$ cat config.mk
export PLATFORM = sky130hd
export DESIGN_NAME = mem_access_ctrl_flat
export DESIGN_NICKNAME = d
export VERILOG_FILES = /design/src/rtl/mem_access_ctrl_if.sv /design/src/rtl/mem_access_ctrl.sv /design/src/flat_wrapper.sv
export SDC_FILE = /design/constraint.sdc
export NUM_CORES = 1
export LEC_CHECK = 0
export BUFFER_PORTS_ARGS = -buffer_cell sky130_fd_sc_hd__buf_2
export CAP_MARGIN = 40
export CORE_ASPECT_RATIO = 0.75
export CORE_MARGIN = 2
export CORE_UTILIZATION = 51
export CTS_CLUSTER_DIAMETER = 100
export CTS_CLUSTER_SIZE = 14
export DETAILED_ROUTE_END_ITERATION = 10
export PLACE_DENSITY = 0.83
export SLEW_MARGIN = 20
export SYNTH_ARGS = -nofsm -noshare
export SYNTH_HDL_FRONTEND = slang
export SYNTH_SLANG_ARGS = --single-unit
$ cat constraint.sdc
create_clock -name CLK -period 2.6 [get_ports CLK]
set_clock_uncertainty 0.05 [all_clocks]
set_input_delay 0.13 -clock CLK [delete_from_list [all_inputs] [get_ports CLK]]
set_output_delay 0.13 -clock CLK [all_outputs]
set_load 0.005 [all_outputs]
$ cat src/rtl/mem_access_ctrl_if.sv
// Bundle between mem_access_ctrl and its surroundings: the CPU request port, the
// program-load port and the Mem pins. slave = sequencer, master = everything around it.
interface mem_access_ctrl_if #(
   parameter int AW = 4,
   parameter int DW = 8
) ();
   logic          req;
   logic          rw;
   logic [AW-1:0] addr;
   logic [DW-1:0] wdata;
   logic          ack;
   logic [DW-1:0] rdata;
   logic          busy;
   logic          load_start;
   logic          load_valid;
   logic [DW-1:0] load_data;
   logic          load_done;
   logic [AW-1:0] Mem_addr;
   logic [DW-1:0] Mem_wdata;
   logic [DW-1:0] Mem_rdata;
   logic          Mem_OE;
   logic          Mem_WE;
   logic          Mem_load;

   modport slave (
      input  req, rw, addr, wdata, load_start, load_valid, load_data, Mem_rdata,
      output ack, rdata, busy, load_done, Mem_addr, Mem_wdata, Mem_OE, Mem_WE, Mem_load
   );

   modport master (
      output req, rw, addr, wdata, load_start, load_valid, load_data, Mem_rdata,
      input  ack, rdata, busy, load_done, Mem_addr, Mem_wdata, Mem_OE, Mem_WE, Mem_load
   );
endinterface

$ cat src/rtl/mem_access_ctrl.sv
// Initiator-side sequencer for the 16x8 synchronous Mem: single read/write accesses with
// fixed latency plus a bulk program-load mode. Every output comes straight from a flop.
//
//   state    | meaning
//   ---------+--------------------------------------------------------------
//   IDLE     | waiting; load_start wins over req
//   WR       | Mem_WE strobe with latched addr/wdata
//   RD       | Mem_OE strobe with latched addr
//   RD_CAP   | Mem_out valid; captured into rdata at the end of this cycle
//   ACK      | ack pulse, then back to IDLE
//   LOAD     | streaming bytes to consecutive addresses from 0
//   LOAD_END | Mem_load strobe for the last address; load_done follows
module mem_access_ctrl #(
   parameter int AW = 4,
   parameter int DW = 8
) (
   input logic          CLK,
   input logic          RESET,
   mem_access_ctrl_if.slave bus
);

   typedef enum logic [2:0] {IDLE, WR, RD, RD_CAP, ACK, LOAD, LOAD_END} state_t;

   state_t        state, state_nxt;
   logic [AW-1:0] cnt, cnt_nxt;
   logic          ack_q, ack_nxt;
   logic          busy_q, busy_nxt;
   logic          done_q, done_nxt;
   logic          oe_q, oe_nxt;
   logic          we_q, we_nxt;
   logic          ld_q, ld_nxt;
   logic [DW-1:0] rdata_q, rdata_nxt;
   logic [AW-1:0] maddr_q, maddr_nxt;
   logic [DW-1:0] mwdata_q, mwdata_nxt;

   always_ff @(posedge CLK) begin
      if (RESET) begin
         state    <= IDLE;
         cnt      <= '0;
         ack_q    <= 1'b0;
         busy_q   <= 1'b0;
         done_q   <= 1'b0;
         oe_q     <= 1'b0;
         we_q     <= 1'b0;
         ld_q     <= 1'b0;
         rdata_q  <= '0;
         maddr_q  <= '0;
         mwdata_q <= '0;
      end else begin
         state    <= state_nxt;
         cnt      <= cnt_nxt;
         ack_q    <= ack_nxt;
         busy_q   <= busy_nxt;
         done_q   <= done_nxt;
         oe_q     <= oe_nxt;
         we_q     <= we_nxt;
         ld_q     <= ld_nxt;
         rdata_q  <= rdata_nxt;
         maddr_q  <= maddr_nxt;
         mwdata_q <= mwdata_nxt;
      end
   end

   // Outputs are the next-cycle values, so strobes line up with the state they belong to.
   always_comb begin
      state_nxt  = state;
      cnt_nxt    = cnt;
      ack_nxt    = 1'b0;
      done_nxt   = 1'b0;
      oe_nxt     = 1'b0;
      we_nxt     = 1'b0;
      ld_nxt     = 1'b0;
      rdata_nxt  = rdata_q;
      maddr_nxt  = maddr_q;
      mwdata_nxt = mwdata_q;
      case (state)
         IDLE: begin
            if (bus.load_start) begin
               state_nxt = LOAD;
               cnt_nxt   = '0;
            end else if (bus.req) begin
               maddr_nxt  = bus.addr;
               mwdata_nxt = bus.wdata;
               if (bus.rw) begin
                  state_nxt = WR;
                  we_nxt    = 1'b1;
               end else begin
                  state_nxt = RD;
                  oe_nxt    = 1'b1;
               end
            end
         end
         WR: begin
            state_nxt = ACK;
            ack_nxt   = 1'b1;
         end
         RD: state_nxt = RD_CAP;
         RD_CAP: begin
            state_nxt = ACK;
            ack_nxt   = 1'b1;
            rdata_nxt = bus.Mem_rdata;
         end
         ACK: state_nxt = IDLE;
         LOAD: begin
            if (bus.load_valid) begin
               ld_nxt     = 1'b1;
               maddr_nxt  = cnt;
               mwdata_nxt = bus.load_data;
               cnt_nxt    = cnt + 1'b1;
               if (cnt == '1) state_nxt = LOAD_END;
            end
         end
         LOAD_END: begin
            state_nxt = IDLE;
            done_nxt  = 1'b1;
         end
         default: state_nxt = IDLE;
      endcase
      busy_nxt = (state_nxt != IDLE);
   end

   assign bus.ack       = ack_q;
   assign bus.rdata     = rdata_q;
   assign bus.busy      = busy_q;
   assign bus.load_done = done_q;
   assign bus.Mem_addr  = maddr_q;
   assign bus.Mem_wdata = mwdata_q;
   assign bus.Mem_OE    = oe_q;
   assign bus.Mem_WE    = we_q;
   assign bus.Mem_load  = ld_q;

endmodule

$ cat src/flat_wrapper.sv
// flat-port wrapper written by rule: the top's interface ports become plain ports
module mem_access_ctrl_flat 
#(
   parameter int AW = 4,
   parameter int DW = 8
)
  (CLK, RESET, bus_req, bus_rw, bus_addr, bus_wdata, bus_load_start, bus_load_valid, bus_load_data, bus_Mem_rdata, bus_ack, bus_rdata, bus_busy, bus_load_done, bus_Mem_addr, bus_Mem_wdata, bus_Mem_OE, bus_Mem_WE, bus_Mem_load);
  mem_access_ctrl_if #(.AW(AW), .DW(DW)) bus_i ();
  input logic CLK;
  input logic RESET;
  input wire logic [$bits(bus_i.req)-1:0] bus_req;
  input wire logic [$bits(bus_i.rw)-1:0] bus_rw;
  input wire logic [$bits(bus_i.addr)-1:0] bus_addr;
  input wire logic [$bits(bus_i.wdata)-1:0] bus_wdata;
  input wire logic [$bits(bus_i.load_start)-1:0] bus_load_start;
  input wire logic [$bits(bus_i.load_valid)-1:0] bus_load_valid;
  input wire logic [$bits(bus_i.load_data)-1:0] bus_load_data;
  input wire logic [$bits(bus_i.Mem_rdata)-1:0] bus_Mem_rdata;
  output wire logic [$bits(bus_i.ack)-1:0] bus_ack;
  output wire logic [$bits(bus_i.rdata)-1:0] bus_rdata;
  output wire logic [$bits(bus_i.busy)-1:0] bus_busy;
  output wire logic [$bits(bus_i.load_done)-1:0] bus_load_done;
  output wire logic [$bits(bus_i.Mem_addr)-1:0] bus_Mem_addr;
  output wire logic [$bits(bus_i.Mem_wdata)-1:0] bus_Mem_wdata;
  output wire logic [$bits(bus_i.Mem_OE)-1:0] bus_Mem_OE;
  output wire logic [$bits(bus_i.Mem_WE)-1:0] bus_Mem_WE;
  output wire logic [$bits(bus_i.Mem_load)-1:0] bus_Mem_load;
  assign bus_i.req = bus_req;
  assign bus_i.rw = bus_rw;
  assign bus_i.addr = bus_addr;
  assign bus_i.wdata = bus_wdata;
  assign bus_i.load_start = bus_load_start;
  assign bus_i.load_valid = bus_load_valid;
  assign bus_i.load_data = bus_load_data;
  assign bus_i.Mem_rdata = bus_Mem_rdata;
  assign bus_ack = bus_i.ack;
  assign bus_rdata = bus_i.rdata;
  assign bus_busy = bus_i.busy;
  assign bus_load_done = bus_i.load_done;
  assign bus_Mem_addr = bus_i.Mem_addr;
  assign bus_Mem_wdata = bus_i.Mem_wdata;
  assign bus_Mem_OE = bus_i.Mem_OE;
  assign bus_Mem_WE = bus_i.Mem_WE;
  assign bus_Mem_load = bus_i.Mem_load;
  mem_access_ctrl #(.AW(AW), .DW(DW)) u_core (.CLK(CLK), .RESET(RESET), .bus(bus_i));
endmodule
# == Word-level counts from Yosys, hierarchy flattened ==
# Index checks and enable logic that the tools add are counted.
# totals
wordCells,55
inputBits,34
ff_bits,33
# classes
add_sub_neg,1
reduce_logical,8
eq_ne,10
bitwise_logic,3
muxes,22
# op_table
cell,n
8-bit two-way mux,3
4-bit two-way mux,5
4-bit case mux with 2 select lines,2
8-bit case mux with 2 select lines,1
3-bit two-way mux,4
3-bit case mux with 4 select lines,1
"2-bit inequality test, second input constant",4
"3-bit by 2-bit == test with 1-bit output, second input constant",2
"3-bit == test, second input constant",2
1-bit two-way mux,5
"4-bit by 1-bit adder with 4-bit output, second input constant",1
"4-bit == test, second input constant",1
4-bit AND reduction,1
2-bit OR reduction,2
4-bit OR reduction,1
"3-bit by 1-bit == test with 1-bit output, second input constant",1
3-bit zero test,1
1-bit NOT,3
3-bit AND reduction,1
3-bit nonzero test,1
2-bit two-way mux,1
2-bit nonzero test,1

# == Longest topological paths before layout ==
# logic_depth
depth_word,5
mapped_depth,5

# == Worst setup path before layout ==
# Ideal clock, no wire load.
# synth_path
kind,reg2reg
startpoint,register u_core.state[0]
endpoint,"register u_core.maddr_q[0], in the netlist u_core.bus.Mem_addr[0]"
stages_incl_launch_ff,6
synth_period_minus_slack_ps,1653
arrival_ps,1457
setup_ps,146
slack_ps,947
cell_sequence,dfxtp_1 -> buf_6 -> or4b_4 -> a21oi_1 -> buf_4 -> a221oi_2
# synth_between
elab_chain_len,3
word_cells_on_any_way,8
# synth_rtl
item,line_no,text
from (decl),mem_access_ctrl.sv:24,"state_t state, state_nxt;"
from (signal assigned),mem_access_ctrl.sv:50,state <= state_nxt;
3-bit == test or 3-bit zero test (tied branches),mem_access_ctrl.sv:76,case (state)
2-bit inequality test (no line) or 2-bit nonzero test (tied branches),n/a,
4-bit AND reduction (no line),n/a,
to (signal assigned),mem_access_ctrl.sv:59,maddr_q <= maddr_nxt;
to (decl),mem_access_ctrl.sv:33,"logic [AW-1:0] maddr_q, maddr_nxt;"
# Several ways; a longest one is shown, not always the timed one.
# A chain may end at the register's enable or synchronous reset.

# == Worst setup path after layout ==
# layout_path
startpoint,register u_core.state[0]
endpoint,"register u_core.mwdata_q[5], in the netlist u_core.bus.Mem_wdata[5]"
# layout_between
elab_chain_len,3
word_cells_on_any_way,8
# layout_rtl
item,line_no,text
3-bit == test or 3-bit zero test (tied branches),mem_access_ctrl.sv:76,
2-bit inequality test (no line) or 2-bit nonzero test (tied branches),n/a,
4-bit AND reduction (no line),n/a,
to (signal assigned),mem_access_ctrl.sv:60,mwdata_q <= mwdata_nxt;
to (decl),mem_access_ctrl.sv:34,"logic [DW-1:0] mwdata_q, mwdata_nxt;"
# Several ways; a longest one is shown, not always the timed one.

==> results.yml <==
setup_path:
  cp.required_ns: 2.68
  critPathBufInv: 1
  crit_fanout: 12
  arrival_ns: 1.78
  crit_chain: "or4b_4 > a21oi_1 > buf_4 > a221oi_1"
  crit_family: "simple AND/OR/NAND/NOR gates"
  slowest_delay_ns: 0.58
  cpMaxStageDelayCell: "or4b_4"
  critical_path_class: "flip-flop to flip-flop"
  endpoint_kind: "flip-flop"
  start_kind: "flip-flop"
cts:
  ctsResizeCount: 0
  cts.sinks: 33
  ctsHoldBuffers: 0
  path_clk_slew_ns: 0.06
  post-cts-setup-buffers: 0
  insertion_delay_ns: 0.28
  cts_buffer_depth: 2
  cts_made_buffers: 5
  root_buffer: "clkbuf_8"
  htreeDepth: 2
  cts_tree: "done"
finish:
  area_growth_pct: 23.73
  drive_above_1_share: 0.4080
  antennaDiodeCount: 0
  final_nets: 237
  fill_cells: 243
yosys:
  synth_most_common_cell: "dfxtp_1"
  ys_seq_area_frac: 0.4382
  synth_edf_count: 0
  async_flop_share: 0
  synthTopCellsByCount: "33 x dfxtp_1, 25 x nor2_1, 22 x mux2i_1"
  ys_types: 34
  ys_ff_latch: 33
  synth_top_area_share: 0.4382
  synthCells: 147
  synthTopCellsByArea: "dfxtp_1 44%, mux2i_1 15%, a221oi_2 10%"
  ys.flop_type: "dfxtp_1"
  synth_nets: 182
  syn_area_sq_um: 1508
  synth_warnings: 0
  yosysTopAreaCell: "dfxtp_1"
  avgSynthCellArea_sq_um: 10.26
floorplan:
  rows: 17
  die_area_sq_um: 3411
  fp.dieW_um: 66.78
  ios: 60
  core_area_sq_um: 2872
  initial_core_util: 0.5251
  die-height_um: 51.09
sta:
  grt_setup_unrepaired: "no"
  tightestPinTransition_ns: 0.6559
  fin_crit_sh: 0.6552
  hold_viol_final: 0
  drv_slew: 0
  finalSetupViolations: 0
  max-slew-margin-rel: 0.5627
  fin_tns_setup_ns: 0
  whs_ns: 0.02962
  max_freq_ghz: 0.5870
  fin_crit_ns: 1.703
detailed_routing:
  drt-wirelength-per-cell_um: 13.72
  detail_route.first_pass.iterations: 4
  wl_mm: 3.278
  route.detailed.drc: 0
  postRouteAntennaNets: 0
  avgViaCountPerCell: 5.397
  dr.first_iter.drc_count: 78
  vias: 1290
grt:
  grt_pass1_vias: 1201
  grt_max_degree: 35
  antenna_found_initial: 0
  grtUsageTotal: 0.2057
  grt_overflow_total: 0
  grt_first_pass_wirelength_mm: 5.223
run:
  maxCapViolCount: 0
placed_design:
  globalplace.congestion: 0.7350
  dpl.hpwl_mm: 2.434
  portBuffers: 59
power_and_ir_drop:
  leakage_uw: 0.0009403
  vdd_drop_max_mv: 0.3534
  powerDensity_nw_per_um2: 568.4
min_path:
  hold_path_class: "input pin to flip-flop"
status:
  run_status: "finished, final reports clean"
[metal layers]
metal	part of all wire	global-route usage
met1	0.43	0.2458
met2	0.52	0.3517
met3	0.036	0.05286
met4	0.012	0.08503
met5	0	0
[logic make-up (layout without fill, tap and decap cells)]
group	count (synthesis)	count (layout)	share of synthesized area
simple gates	54	54	0.2000
compound gates	23	23	0.1560
mux	22	22	0.1461
fa+ha+maj	1	1	0.008297
buf+inv	14	68	0.05144
flops	33	33	0.4382
[placed cells by master, fill, tap and decap left out, types with 2 or more instances in the layout]
cell	instances
nand2_1	4
buf_2	59
dfxtp_1	33
nor3_1	2
or3b_2	2
a21oi_1	6
a221oi_2	10
clkbuf_8	5
nand3b_1	5
buf_4	2
nor2_1	25
a221oi_1	2
nand3_1	3
nor3b_1	3
mux2i_1	22
[flip-flops by register name, indices dropped and copies added (netlist names)]
| signal | count |
|---|---|
| u_core.bus.Mem_OE | 1 |
| u_core.state | 3 |
| u_core.cnt | 4 |
| u_core.bus.load_done | 1 |
| u_core.bus.Mem_WE | 1 |
| u_core.bus.busy | 1 |
| u_core.bus.Mem_load | 1 |
| u_core.bus.ack | 1 |
| u_core.bus.rdata | 8 |
| u_core.bus.Mem_wdata | 8 |
| u_core.bus.Mem_addr | 4 |
[area by class of cell]
type	count	area [sq um]	area share
Clock buffer	5	68.82	0.03689
Inverter	1	3.754	0.002012
Timing Repair Buffer	61	310.3	0.1663
Tap cell	38	47.55	0.02549
Clock inverter	1	5.005	0.002683
Sequential cell	33	660.6	0.3541
Multi-Input combinational cell	100	769.5	0.4125
[through the flow]
stage                     instance area, sq um  utilization  worst slack, ns  instances  power [uW]
after floorplan                           1508            -           0.9469        147       671.8
after global placement                    1792       0.6240           0.9625        233       721.3
after detailed placement                  1792       0.6240           0.9128        233       730.4
after CTS                                 1866       0.6497           0.9056        239        1070
after global routing                      1866       0.6497           0.8128        239        1114
final                                     1866       0.6497           0.8965        239        1060
[where the power goes]
| part | internal (uW) | leakage [uW] | switching (uW) |
|---|---|---|---|
| clock | 176 | 0.0000399 | 166 |
| combinational | 82.4 | 0.000632 | 82.8 |
| sequential | 532 | 0.000269 | 20.9 |
[worst register-to-register path: stages, from the launching register on]
cell and delay [ns]:
dfxtp_1 0.41, or4b_4 0.58, a21oi_1 0.16, buf_4 0.24, a221oi_1 0.11
[final timing paths]
path	startpoint	slack (ns)	depth (start not counted)	to
max	u_core.state[0]	0.90	4	u_core.bus.Mem_wdata[5]
max reg2reg	u_core.state[0]	0.90	4	u_core.bus.Mem_wdata[5]
min	bus_rw	0.03	2	u_core.bus.Mem_OE
min reg2reg	u_core.bus.rdata[0]	0.44	2	u_core.bus.rdata[0]
No activity file was read; power rests on OpenSTA's default activity.
